===== config.mk =====
export PLATFORM = sky130hd
export DESIGN_NAME = operand_pair_buffer
export DESIGN_NICKNAME = d
export VERILOG_FILES = /design/src/rtl/operand_pair_pkg.sv /design/src/rtl/operand_slot.sv /design/src/rtl/operand_pair_buffer.sv
export SDC_FILE = /design/constraint.sdc
export NUM_CORES = 1
export LEC_CHECK = 0
export CAP_MARGIN = 0
export CORE_MARGIN = 8
export CORE_UTILIZATION = 36
export DETAILED_ROUTE_END_ITERATION = 16
export PLACE_DENSITY = 0.76
export SLEW_MARGIN = 20
export SYNTH_ARGS = -nofsm -noshare
export SYNTH_HDL_FRONTEND = slang
export SYNTH_SLANG_ARGS = --single-unit

===== constraint.sdc =====
create_clock -name clk -period 1.1 [get_ports clk]
set_clock_uncertainty 0.05 [all_clocks]
set_input_delay 0.22 -clock clk [delete_from_list [all_inputs] [get_ports clk]]
set_output_delay 0.22 -clock clk [all_outputs]
set_load 0.005 [all_outputs]

===== src/rtl/operand_pair_pkg.sv =====
// Shared types for the operand pair buffer: slot state and the shift-range helper.
package operand_pair_pkg;

    typedef enum logic {
        SLOT_EMPTY = 1'b0,
        SLOT_FULL  = 1'b1
    } slot_state_e;

    // True when a shift amount cannot be meaningfully applied to a word of width w.
    function automatic logic shamt_oob(input logic [63:0] amt, input logic [63:0] w);
        return amt >= w;
    endfunction

endpackage


===== src/rtl/operand_slot.sv =====
// One-entry elastic slot: holds a single token until drained. A drain and a refill
// can happen in the same cycle.
module operand_slot
    import operand_pair_pkg::*;
#(
    parameter int DATA_TYPE = 32
) (
    input  logic                 clk,
    input  logic                 rst,
    input  logic [DATA_TYPE-1:0] in,
    input  logic                 in_valid,
    input  logic                 drain,
    output logic                 in_ready,
    output logic [DATA_TYPE-1:0] out,
    output logic                 full
);

    slot_state_e          state_q, state_d;
    logic [DATA_TYPE-1:0] data_q, data_d;
    logic                 load;

    assign in_ready = (state_q == SLOT_EMPTY) || drain;
    assign load     = in_valid && in_ready;
    assign out      = data_q;
    assign full     = (state_q == SLOT_FULL);

    always_comb begin
        state_d = state_q;
        data_d  = data_q;
        if (load) begin
            state_d = SLOT_FULL;
            data_d  = in;
        end else if (drain) begin
            state_d = SLOT_EMPTY;
        end
    end

    always_ff @(posedge clk) begin
        if (!rst) begin
            state_q <= SLOT_EMPTY;
            data_q  <= '0;
        end else begin
            state_q <= state_d;
            data_q  <= data_d;
        end
    end

endmodule


===== src/rtl/operand_pair_buffer.sv =====
// Joins independent lhs/rhs tokens into one valid pair for the shifter.
// Define OPB_SHIFT_RANGE_CHECK_EN to add outs_oob (rhs >= DATA_TYPE, held with the pair).
module operand_pair_buffer
    import operand_pair_pkg::*;
#(
    parameter int DATA_TYPE = 32
) (
    input  logic                 clk,
    input  logic                 rst,
    input  logic [DATA_TYPE-1:0] lhs,
    input  logic                 lhs_valid,
    output logic                 lhs_ready,
    input  logic [DATA_TYPE-1:0] rhs,
    input  logic                 rhs_valid,
    output logic                 rhs_ready,
    output logic [DATA_TYPE-1:0] outs_lhs,
    output logic [DATA_TYPE-1:0] outs_rhs,
    output logic                 outs_valid,
    input  logic                 outs_ready
`ifdef OPB_SHIFT_RANGE_CHECK_EN
    ,
    output logic                 outs_oob
`endif
);

    logic l_full, r_full, xfer_out;

    // Both slots drain together, so a pair is never split across two outputs.
    assign outs_valid = l_full && r_full;
    assign xfer_out   = outs_valid && outs_ready;

    operand_slot #(.DATA_TYPE(DATA_TYPE)) u_slot_l (
        .clk      (clk),
        .rst      (rst),
        .in       (lhs),
        .in_valid (lhs_valid),
        .drain    (xfer_out),
        .in_ready (lhs_ready),
        .out      (outs_lhs),
        .full     (l_full)
    );

    operand_slot #(.DATA_TYPE(DATA_TYPE)) u_slot_r (
        .clk      (clk),
        .rst      (rst),
        .in       (rhs),
        .in_valid (rhs_valid),
        .drain    (xfer_out),
        .in_ready (rhs_ready),
        .out      (outs_rhs),
        .full     (r_full)
    );

`ifdef OPB_SHIFT_RANGE_CHECK_EN
    logic oob_q, oob_d;

    always_comb begin
        oob_d = oob_q;
        if (rhs_valid && rhs_ready)
            oob_d = shamt_oob(64'(rhs), 64'(DATA_TYPE));
    end

    always_ff @(posedge clk) begin
        if (!rst) oob_q <= 1'b0;
        else      oob_q <= oob_d;
    end

    assign outs_oob = oob_q;
`endif

endmodule


==> Word level (Yosys, flattened, before mapping) <==
Cells that the tools add are included.
{ "totals": {"input_bits": 69, "reg_bits": 66, "output_inout_bits": 67, "wordCells": 17} }
{ "classes": {"n_bitwise": 2, "reduce_logical": 8, "n_mux": 3} }
{ "op_table": {"columns": ["operator", "count"], "rows": [
  ["1-bit logical AND", 4],
  ["2-bit nonzero test", 2],
  ["1-bit two-way mux", 3],
  ["1-bit logical OR", 2],
  ["1-bit inverter", 2]
]} }

==> Depth between registers and ports, before layout <==
Gate-level depths: netlist of run 1.
{ "depth": {"word_depth": 5, "mapped_depth": 5, "depth_no_buf": 3} }

==> Cells and area by module <==
From an unflattened synthesis of run 1, not the netlist that was laid out.
{ "unflattened": {"hier_cells": 290, "area_unflattened_um2": 2727.6} }
{ "modules_own_cells": {"columns": ["mod", "cells_per_inst", "seq_area_each_um2", "area_each_um2", "instances"], "rows": [
  ["operand_slot", 144, 660.6, 1357.6, 2],
  ["operand_pair_buffer", 2, 0.0, 12.5, 1]
]} }

==> Worst setup path after synthesis of run 1 <==
Ideal clock, no wire load.
{ "synth_timing": {"kind": "register to register", "from": "register u_slot_l.state_q (netlist: u_slot_l.full)", "to": "register u_slot_l.data_q[0] (netlist: u_slot_l.out[0])", "synth_period_minus_slack_ns": 1.155, "n_path_buf": 2, "path_slack_ns": -0.055, "setup_ns": 0.072, "arrival_time_ns": 1.034, "t_required_ns": 0.978, "path_stages_with_launch": 6, "path_cell_list": "dfxtp_1 a21boi_2 nor2b_1 buf_6 buf_12 mux2i_1"} }
{ "synth_between": {"elab_chain_cells": 4, "elab_cells_between_ends": 5, "classes_between": "bitwise (1); reduce/logical (4)"} }
{ "synth_rtl": {"columns": ["element", "line", "source"], "rows": [
  ["start: declaration", "operand_slot.sv:18", "slot_state_e state_q, state_d;"],
  ["start signal: assignment", "operand_slot.sv:43", "state_q <= state_d;"],
  ["1-bit logical AND", "operand_pair_buffer.sv:29", "assign outs_valid = l_full && r_full;"],
  ["1-bit logical AND", "operand_pair_buffer.sv:30", "assign xfer_out = outs_valid && outs_ready;"],
  ["1-bit logical OR (*)", "operand_slot.sv:22", "assign in_ready = (state_q == SLOT_EMPTY) || drain;"],
  ["1-bit logical AND (*)", "operand_slot.sv:23", "assign load = in_valid && in_ready;"],
  ["end signal: assignment", "operand_slot.sv:44", "data_q <= data_d;"],
  ["end: declaration", "operand_slot.sv:19", "logic [DATA_TYPE-1:0] data_q, data_d;"]
]} }
Every way passes the cells marked *; elsewhere a longest branch is shown, timed or not.
A chain may end at the register's enable or synchronous reset.

==> Worst setup path in the final report of run 1 <==
{ "layout_timing": {"from": "register u_slot_r.state_q (netlist: u_slot_r.full)", "to": "register u_slot_r.data_q[16] (netlist: u_slot_r.out[16])"} }
{ "layout_between": {"elab_chain_cells": 4, "elab_cells_between_ends": 5, "classes_between": "bitwise (1); reduce/logical (4)"} }
{ "layout_rtl": {"columns": ["element", "line"], "rows": [
  ["start: declaration", "operand_slot.sv:18"],
  ["start signal: assignment", "operand_slot.sv:43"],
  ["1-bit logical AND", "operand_pair_buffer.sv:29"],
  ["1-bit logical AND", "operand_pair_buffer.sv:30"],
  ["1-bit logical OR (*)", "operand_slot.sv:22"],
  ["1-bit logical AND (*)", "operand_slot.sv:23"],
  ["end signal: assignment", "operand_slot.sv:44"],
  ["end: declaration", "operand_slot.sv:19"]
]} }
Marks and branches as above.

==> results of run 1 <==
-- final cells by class --
| class | count | area (sq um) |
|---|---|---|
| Multi-Input combinational cell | 199 | 1211 |
| Clock buffer | 11 | 131.4 |
| Timing Repair Buffer | 168 | 1394 |
| Tap cell | 99 | 123.9 |
| Clock inverter | 4 | 20.02 |
| Fill cell | 660 | 2959 |
| Inverter | 2 | 7.507 |
| Sequential cell | 66 | 1406 |
-- flip-flops by register name, indices dropped and copies added, names as in the netlist --
name and count:
u_slot_l.full 1, u_slot_r.full 1, u_slot_r.out 32, u_slot_l.out 32
-- kinds of logic after synthesis --
kind of cell / Yosys count / synth area share
AOI/OAI and AO/OA: 4 / 0.01387
buffers and inverters: 24 / 0.07632
DFF: 66 / 0.4884
muxes: 64 / 0.2368
and+or+nand+nor: 131 / 0.1846
-- how the worst max path moves through the flow --
stage | end | slack, ns | cells past startpoint
after global routing | u_slot_r.out[16]$_SDFFE_PN0P_ | -0.32 | 6
final | u_slot_r.out[16]$_SDFFE_PN0P_ | -0.27 | 6
after CTS | lhs_ready | -0.28 | 4
after floorplan | u_slot_l.out[0]$_SDFFE_PN0P_ | -0.06 | 5
after detailed placement | rhs_ready | -0.62 | 4
after global placement | rhs_ready | -0.62 | 4
-- metrics by stage --
step	total power (uW)	hold WS (ns)	worst slack (ns)
after floorplan	3149	0.2939	-0.05511
after global placement	3768	0.3913	-0.6154
after detailed placement	3799	0.3969	-0.6244
after CTS	5387	0.1785	-0.2770
after global routing	5681	0.1950	-0.3232
final	5390	0.1879	-0.2725
-- worst register-to-register path: cells and delay by family (launching register included) --
kind,cells,cell delay (ns)
and+or+nand+nor,1,0.15
AOI/OAI and AO/OA,1,0.14
muxes,1,0.22
DFF,1,0.33
buffers and inverters,3,0.40
-- repair_timing --
action	4_1_cts	5_1_grt
gates resized for setup	335	14
setup buffers	15	2
pin swaps	2	0
gates cloned	0	3
setup endpoints to repair	130	68
-- cells in the mapped netlist --
cell and number:
buf_12 6, clkbuf_1 11, nor2b_1 2, and2_1 1, buf_6 2, inv_1 2, dfxtp_1 66, buf_2 3
mux2i_1 64, a21boi_2 2, o21a_1 2, nand2_1 128
-- per-layer routing --
metal	part of all wire	wire [um]
met2	0.49	3882
met5	0	0
met1	0.41	3224
met4	0.011	85
met3	0.084	659
-- where the power goes --
part,switching [uW],internal (uW),leakage [uW]
registers,79.5,2580,0.000568
logic,423,649,0.00138
clock network,862,792,0.0000827
==> flow_summary.ini, run 1 <==
[status]
status = finished, violations left
violations = negative setup slack

[clocking]
hold_buffers = 0
h-tree-depth = 3
numCtsBuffers = 9
cts_tree = yes
cts_max_path_buffers = 2
clk_latency_ns = 0.32
clk_pin_slew_ns = 0.07
cts-root-buf = clkbuf_8
clock_sinks = 66

[route]
wl_um = 7851
firstDrtPassIters = 4
vias = 2435
wl_per_cell_um = 14.30
viasPerCell = 4.435
drt-initial-drc-count = 50
ant_nets = 0
route.detailed.drc = 0

[synthesis]
postSynthNetCount = 358
synth_top_area_cell = dfxtp_1
ys_ff_latch = 66
yosys.cell_types.count = 12
yosysWarnings = 0
netlist_area_sq_mm = 0.002705
syn_area_per_cell_sq_um = 9.360
synth_seq_area_share = 0.4884
syn-instance-count = 289
synth.top_cell.area_share = 0.4884
synth_area_leaders = dfxtp_1 (49%), mux2i_1 (24%), nand2_1 (18%), buf_12 (4.4%), clkbuf_1 (1.5%)

[setup_path]
r2r_cells = 6
start_kind = register
crit_fanout = 6
cp_top_family = buffers and inverters
crit_path_start = u_slot_r.full$_SDFFE_PN0P_
crit_buf_inv = 3
critical_path_arrival_ns = 1.55
slowest_delay_ns = 0.33
endpoint_kind = register
r2r-end = u_slot_r.out[16]$_SDFFE_PN0P_
required_ns = 1.28
path_common_cell = buf_6
crit_chain = a21boi_4 > buf_6 > nor2b_4 > buf_6 > buf_12 > mux2i_2
regToRegStartpoint = u_slot_r.full$_SDFFE_PN0P_
r2r_slack_ns = -0.27
cp_slowest_cell = dfxtp_2
critPathKind = reg -> reg

[layout]
stdcell_count = 549
final_common_cell = nand2_1
layout_common_cells = nand2_1 (128), buf_2 (67), clkdlybuf4s50_1 (66)
nets = 515
antenna_cells = 0
synthToLayoutAreaGrowth_pct = 58.74
fin_area_sq_mm = 0.004294
drive_gt1_frac = 0.4111
final_core_utilization = 0.5920

[global_route]
grt_first_pass_wirelength_um = 11880
grt_use_met1 = 0.1541
antenna_found_initial = 0
gr-usage-met2 = 0.2483
grt_overflow = 0
grtUsageMet3 = 0.05267
top_usage_layer = met2
track_usage = 0.1419
grt_pass1_vias = 2494
grt_max_degree = 50

[hold_path]
worstHoldPathCells = 3
min_to = u_slot_r.out[4]$_SDFFE_PN0P_
hp-start = rst
hold_class = in -> reg

[power]
ir_worst_vdd_mv = 0.5741
powerDensity_mw_per_mm2 = 1255
leakage_uw = 0.002028

[floorplanning]
die_x_um = 102.7
num_rows = 31
coreArea_sq_mm = 0.007253
io_pins = 136
initial_core_util = 0.3730
die-height_um = 102.7
die-area_sq_mm = 0.01054

[sta]
fin_tns_setup_ns = -13.25
tightest_slew_ns = 0.2392
drv_slew = 0
slew_headroom = 0.8405
layout_setup_ws_ns = -0.2725
hold_viol = 0
setup_viol = 67
finalCritPeriodShare = 1.248
fin_crit_ns = 1.372
grt_setup_unrepaired = true
clock.fmax_mhz = 728.6

[placed_design]
dp_hpwl_um = 5675
place.gp.congestion = 0.6972
port-buffer-count = 135
dpl_cell_area_sq_mm = 0.004151
dp_cells = 515

[flow_run]
cap_violations = 0
Power figures use the tool's default switching activity.
==> run 2, diff against run 1 <==
- CORE_MARGIN: 8 -> 4
- HOLD_SLACK_MARGIN: default -> 0.02
- REMOVE_ABC_BUFFERS: default -> 1
==> run 2 against run 1 <==
- the flow still finishes with violations (negative setup slack)
- critical path depth up 1
- non-clock buffer count decreased by 16
- global-route usage up 0.65 points
- cell area decreased by 1.8%
- cell count down 2.7%
- register-to-register slack improved by 0.02 ns
- via count is 2.7% lower
- critical path type unchanged
- largest cell class unchanged
==> flow_summary.ini, run 2 (same netlist as run 1, synthesis figures left out) <==
[status]
status = finished, violations left
violations = negative setup slack

[route]
vias = 2370
firstDrtPassIters = 4
ant_nets = 0
viasPerCell = 4.438
route.detailed.drc = 0
wl_per_cell_um = 13.02
drt-initial-drc-count = 33
wl_um = 6955

[setup_path]
required_ns = 1.31
critical_path_arrival_ns = 1.57
r2r_cells = 7
r2r-end = u_slot_r.out[28]$_SDFFE_PN0P_
start_kind = register
r2r_slack_ns = -0.25
regToRegStartpoint = u_slot_l.full$_SDFFE_PN0P_
crit_fanout = 7
endpoint_kind = register
critPathKind = reg -> reg
crit_path_start = u_slot_l.full$_SDFFE_PN0P_
cp-endpoint = u_slot_r.out[28]$_SDFFE_PN0P_

[floorplanning]
io_pins = 136
coreArea_sq_mm = 0.007292
die-area_sq_mm = 0.008965
die-height_um = 94.69
num_rows = 31
die_x_um = 94.69
initial_core_util = 0.3710

[power]
leakage_uw = 0.001959
ir_worst_vdd_mv = 0.7063
power_uw = 5589
powerDensity_mw_per_mm2 = 1326

[layout]
synthToLayoutAreaGrowth_pct = 55.83
final_core_utilization = 0.5781
drive_gt1_frac = 0.3770
layout_common_cells = nand2_1 (128), clkdlybuf4s50_1 (66), mux2i_1 (64)
final_common_cell = nand2_1
stdcell_count = 534
nets = 499
antenna_cells = 0
fillers = 681

[clocking]
cts_tree = yes
clock_sinks = 66
hold_buffers = 0
clk_latency_ns = 0.34
numCtsBuffers = 9
cts_max_path_buffers = 2
cts-root-buf = clkbuf_8
clk_pin_slew_ns = 0.07
h-tree-depth = 3

[sta]
clock.fmax_mhz = 740.0
hold_viol = 0
fin_crit_ns = 1.351
whs_ns = 0.1744
drv_slew = 0
tightest_slew_ns = 0.2073
grt_setup_unrepaired = true
slew_headroom = 0.8618
finalCritPeriodShare = 1.229
setup_viol = 67
layout_setup_ws_ns = -0.2514

[global_route]
antenna_found_initial = 0
track_usage = 0.1484
grt_pass1_vias = 2345
grt_max_degree = 51
grt_overflow = 0
grt_first_pass_wirelength_um = 10410

[placed_design]
port-buffer-count = 135
dp_cells = 510
dp_hpwl_um = 4802
place.gp.congestion = 0.7153
dp_slack_ns = -0.6102

[flow_run]
cap_violations = 0

[hold_path]
hold_class = in -> reg
[run 2: cell types whose count changed in the layout (fill, tap and decap cells not counted), moves of 2 or more]
cell,change
buf_4,-11
dfxtp_1,+3
dfxtp_2,-2
clkbuf_1,+2
clkbuf_2,+2
buf_12,+2
buf_6,-3
clkinv_2,-2
buf_2,-5
buf_8,-2
[run 2: metrics by stage]
step	TNS, ns	area, sq um
global route	-17.98	4215
detailed placement	-32.90	4124
finish	-14.15	4215
CTS	-15.50	4104
global placement	-29.68	4124
floorplan	-119.40	2506
[run 2: where the power goes]
group | internal (uW) | total [uW] | switching (uW)
Combinational | 615 | 1020 | 402
Sequential | 2580 | 2670 | 80.1
Clock | 1040 | 1910 | 864
Total | 4240 | 5590 | 1350
[run 2: layout make-up]
cell class                      count  area, sq um  area share
Tap cell                           99        123.9     0.02939
Clock buffer                       13        138.9     0.03295
Sequential cell                    66         1400      0.3321
Clock inverter                      3        40.04    0.009498
Inverter                            2        7.507    0.001781
Timing Repair Buffer              152         1297      0.3078
Multi-Input combinational cell    199         1207      0.2864
[run 2: timing repair]
item,in CTS,in global routing
setup endpoints to repair,131,72
buffers inserted,4,1
gates cloned,0,3
pin swaps,3,1
resized for setup,329,9
[run 2: critical path, stage by stage, from the launching register on]
cell	delay, ns
dfxtp_2	0.35
buf_6	0.10
a21boi_4	0.04
buf_4	0.14
nor2b_4	0.12
buf_12	0.14
clkbuf_16	0.16
mux2i_1	0.17
[run 2: how the worst min path moves through the flow]
stage,to,start,depth (start not counted),slack [ns]
after floorplan,u_slot_l.full$_SDFFE_PN0P_,rst,1,0.29
after global placement,u_slot_r.out[28]$_SDFFE_PN0P_,u_slot_r.out[28]$_SDFFE_PN0P_,2,0.39
after detailed placement,u_slot_l.out[4]$_SDFFE_PN0P_,u_slot_l.out[4]$_SDFFE_PN0P_,2,0.40
after CTS,u_slot_l.out[10]$_SDFFE_PN0P_,rst,3,0.16
after global routing,u_slot_l.out[10]$_SDFFE_PN0P_,rst,3,0.17
final,u_slot_l.out[10]$_SDFFE_PN0P_,rst,3,0.17
[run 2: layer usage]
metal,wire length [um],track usage
met2,3195,0.2454
met3,778,0.07251
met1,2874,0.1662
met5,0,0
met4,107,0.05048
==> run 3, diff against run 2 <==
- CORE_ASPECT_RATIO: default -> 0.6
- SYNTH_HIERARCHICAL: default -> 1
==> run 3 against run 2 <==
- the run still ends with negative setup slack left
- fmax fell by 2.6%
- sequential power is essentially flat
- critical path type unchanged
- core utilization increased by 2.7 points
==> flow_summary.ini, run 3 <==
[synthesis]
netlist_area_sq_mm = 0.002728
yosysWarnings = 6
synth_edf_count = 0
ys_ff_latch = 66
synth_top_area_cell = dfxtp_1
synth_common_cells = nand2_1 (128), dfxtp_1 (66), mux2i_1 (64)
synth.top_cell.area_share = 0.4844
synth-main-ff-cell = dfxtp_1
synth_area_leaders = dfxtp_1 (48%), mux2i_1 (23%), nand2_1 (18%), buf_12 (4.4%), clkbuf_1 (1.4%)
synthArstFlopShare = 0
syn_area_per_cell_sq_um = 9.406
yosys.cell_types.count = 14
syn-instance-count = 290
synth_seq_area_share = 0.4844
yosysMostFrequentCell = nand2_1

[clocking]
clock_sinks = 66
numCtsBuffers = 9
hold_buffers = 0
cts_max_path_buffers = 2
h-tree-depth = 3
cts_tree = yes
cts-root-buf = clkbuf_16
clk_latency_ns = 0.32
clk_pin_slew_ns = 0.05

[placed_design]
port-buffer-count = 135
dpl_cell_area_sq_mm = 0.004207
place.gp.congestion = 0.7474
dp_hpwl_um = 5453

[sta]
setup_viol = 67
drv_slew = 0
slew_headroom = 0.8390
fin_crit_ns = 1.388
layout_setup_ws_ns = -0.2881
fin_tns_setup_ns = -15.48
finalCritPeriodShare = 1.262
clock.fmax_mhz = 720.4
tightest_slew_ns = 0.2416
hold_viol = 0
grt_setup_unrepaired = true

[setup_path]
r2r_cells = 5
required_ns = 1.29
r2r-end = u_slot_r/out[16]$_SDFFE_PN0P_
r2r_slack_ns = -0.29
start_kind = register
crit_fanout = 6
critPathKind = reg -> reg
critical_path_arrival_ns = 1.58
endpoint_kind = register
regToRegStartpoint = u_slot_r/full$_SDFFE_PN0P_

[flow_run]
cap_violations = 0

[layout]
final_common_cell = nand2_1
register_area_sq_mm = 0.001396
multi_input_area_sq_mm = 0.001210
layout_common_cells = nand2_1 (128), clkdlybuf4s50_1 (66), buf_2 (65)
drive_gt1_frac = 0.4044
synthToLayoutAreaGrowth_pct = 61.83
antenna_cells = 0
fin_area_sq_mm = 0.004414
nets = 515
fillers = 661

[global_route]
antenna_found_initial = 0
grt_max_degree = 32
grt_overflow = 0
track_usage = 0.1691
grt_first_pass_wirelength_um = 11960
grt_pass1_vias = 2476

[power]
powerDensity_mw_per_mm2 = 1425
leakage_uw = 0.002068
ir_worst_vdd_mv = 0.8275

[route]
route.detailed.drc = 0
drt-initial-drc-count = 102
wl_um = 7704
wl_per_cell_um = 13.91
firstDrtPassIters = 4
ant_nets = 0
viasPerCell = 4.354
vias = 2412

[status]
status = finished, violations left
violations = negative setup slack

[floorplanning]
num_rows = 24
initial_core_util = 0.3738
coreArea_sq_mm = 0.007297
die-height_um = 75.43
io_pins = 136
die_x_um = 120.4
die-area_sq_mm = 0.009079

[hold_path]
min_to = u_slot_r/out[30]$_SDFFE_PN0P_
hp-start = rst
hold_class = in -> reg
worstHoldPathCells = 3
==> run 3: cell types whose count changed after synthesis, sizes merged, moves of 2 or more <==
cell | before | now
nor2b | 2 | 0
nand2b | 0 | 2
and2 | 1 | 3
o21a | 2 | 0
==> run 3: how the worst max path moves through the flow <==
stage	depth (start not counted)	slack, ns	from	endpoint
floorplan	4	-0.32	u_slot_l/full$_SDFFE_PN0P_	u_slot_l/out[0]$_SDFFE_PN0P_
global placement	4	-0.64	outs_ready	rhs_ready
detailed placement	4	-0.66	outs_ready	lhs_ready
CTS	3	-0.26	u_slot_r/full$_SDFFE_PN0P_	lhs_ready
global route	5	-0.33	u_slot_r/full$_SDFFE_PN0P_	u_slot_l/out[21]$_SDFFE_PN0P_
finish	5	-0.29	u_slot_r/full$_SDFFE_PN0P_	u_slot_r/out[16]$_SDFFE_PN0P_
==> run 3: worst max-delay path: stages (launching register included) <==
cell and delay [ns]:
dfxtp_2 0.32, and3_4 0.18, nand2b_4 0.13, and2_4 0.24
buf_6 0.17, mux2i_1 0.21
==> run 3: report_power, final <==
part           internal (uW)  total (uW)  switching (uW)
logic                    641        1060             419
clock network           1620        2570             948
registers               2580        2660            78.1
==> run 3: cells by family (layout without fill, tap and decap cells) <==
family	count (synthesis)	count (layout)	share of synthesized area
flip-flops	66	66	0.4844
multiplexers	64	64	0.2349
buffers and inverters	24	184	0.07798
AO/OA/AOI/OAI	2	2	0.005503
AND/OR/NAND/NOR	134	134	0.1973
==> run 3: timing repair <==
| action | CTS | global route |
|---|---|---|
| setup buffers | 9 | 0 |
| endpoints found under the setup margin | 131 | 68 |
| gates cloned | 1 | 3 |
| pin swaps | 1 | 1 |
| gates resized for setup | 330 | 9 |
==> run 3: per-stage QoR <==
stage          setup slack (ns)  hold slack, ns  power, uW  std cells  utilization
3_5_place_dp            -0.6628          0.3965       3792        526       0.5765
2_1_floorplan           -0.3247          0.3088       3001        268            -
4_1_cts                 -0.2617          0.2222       6346        551       0.5931
5_1_grt                 -0.3343          0.2412       6612        554       0.6049
6_report                -0.2881          0.2372       6291        554       0.6049
3_3_place_gp            -0.6353          0.3914       3764        526       0.5765
==> run 3: area by class of cell <==
class,count,share of cell area
Clock buffer,12,0.05811
Clock inverter,3,0.003401
Inverter,2,0.001701
Multi-Input combinational cell,200,0.2741
Sequential cell,66,0.3163
Tap cell,104,0.02948
Timing Repair Buffer,167,0.3169
==> run 3: per-layer routing <==
metal  GRT usage  up-vias  wire length, um
met2      0.2733       82             3456
met4     0.06281        0               57
met1      0.2078     1082             3637
li1            -     1242                -
met3     0.06825        6              552
met5           0        -                0
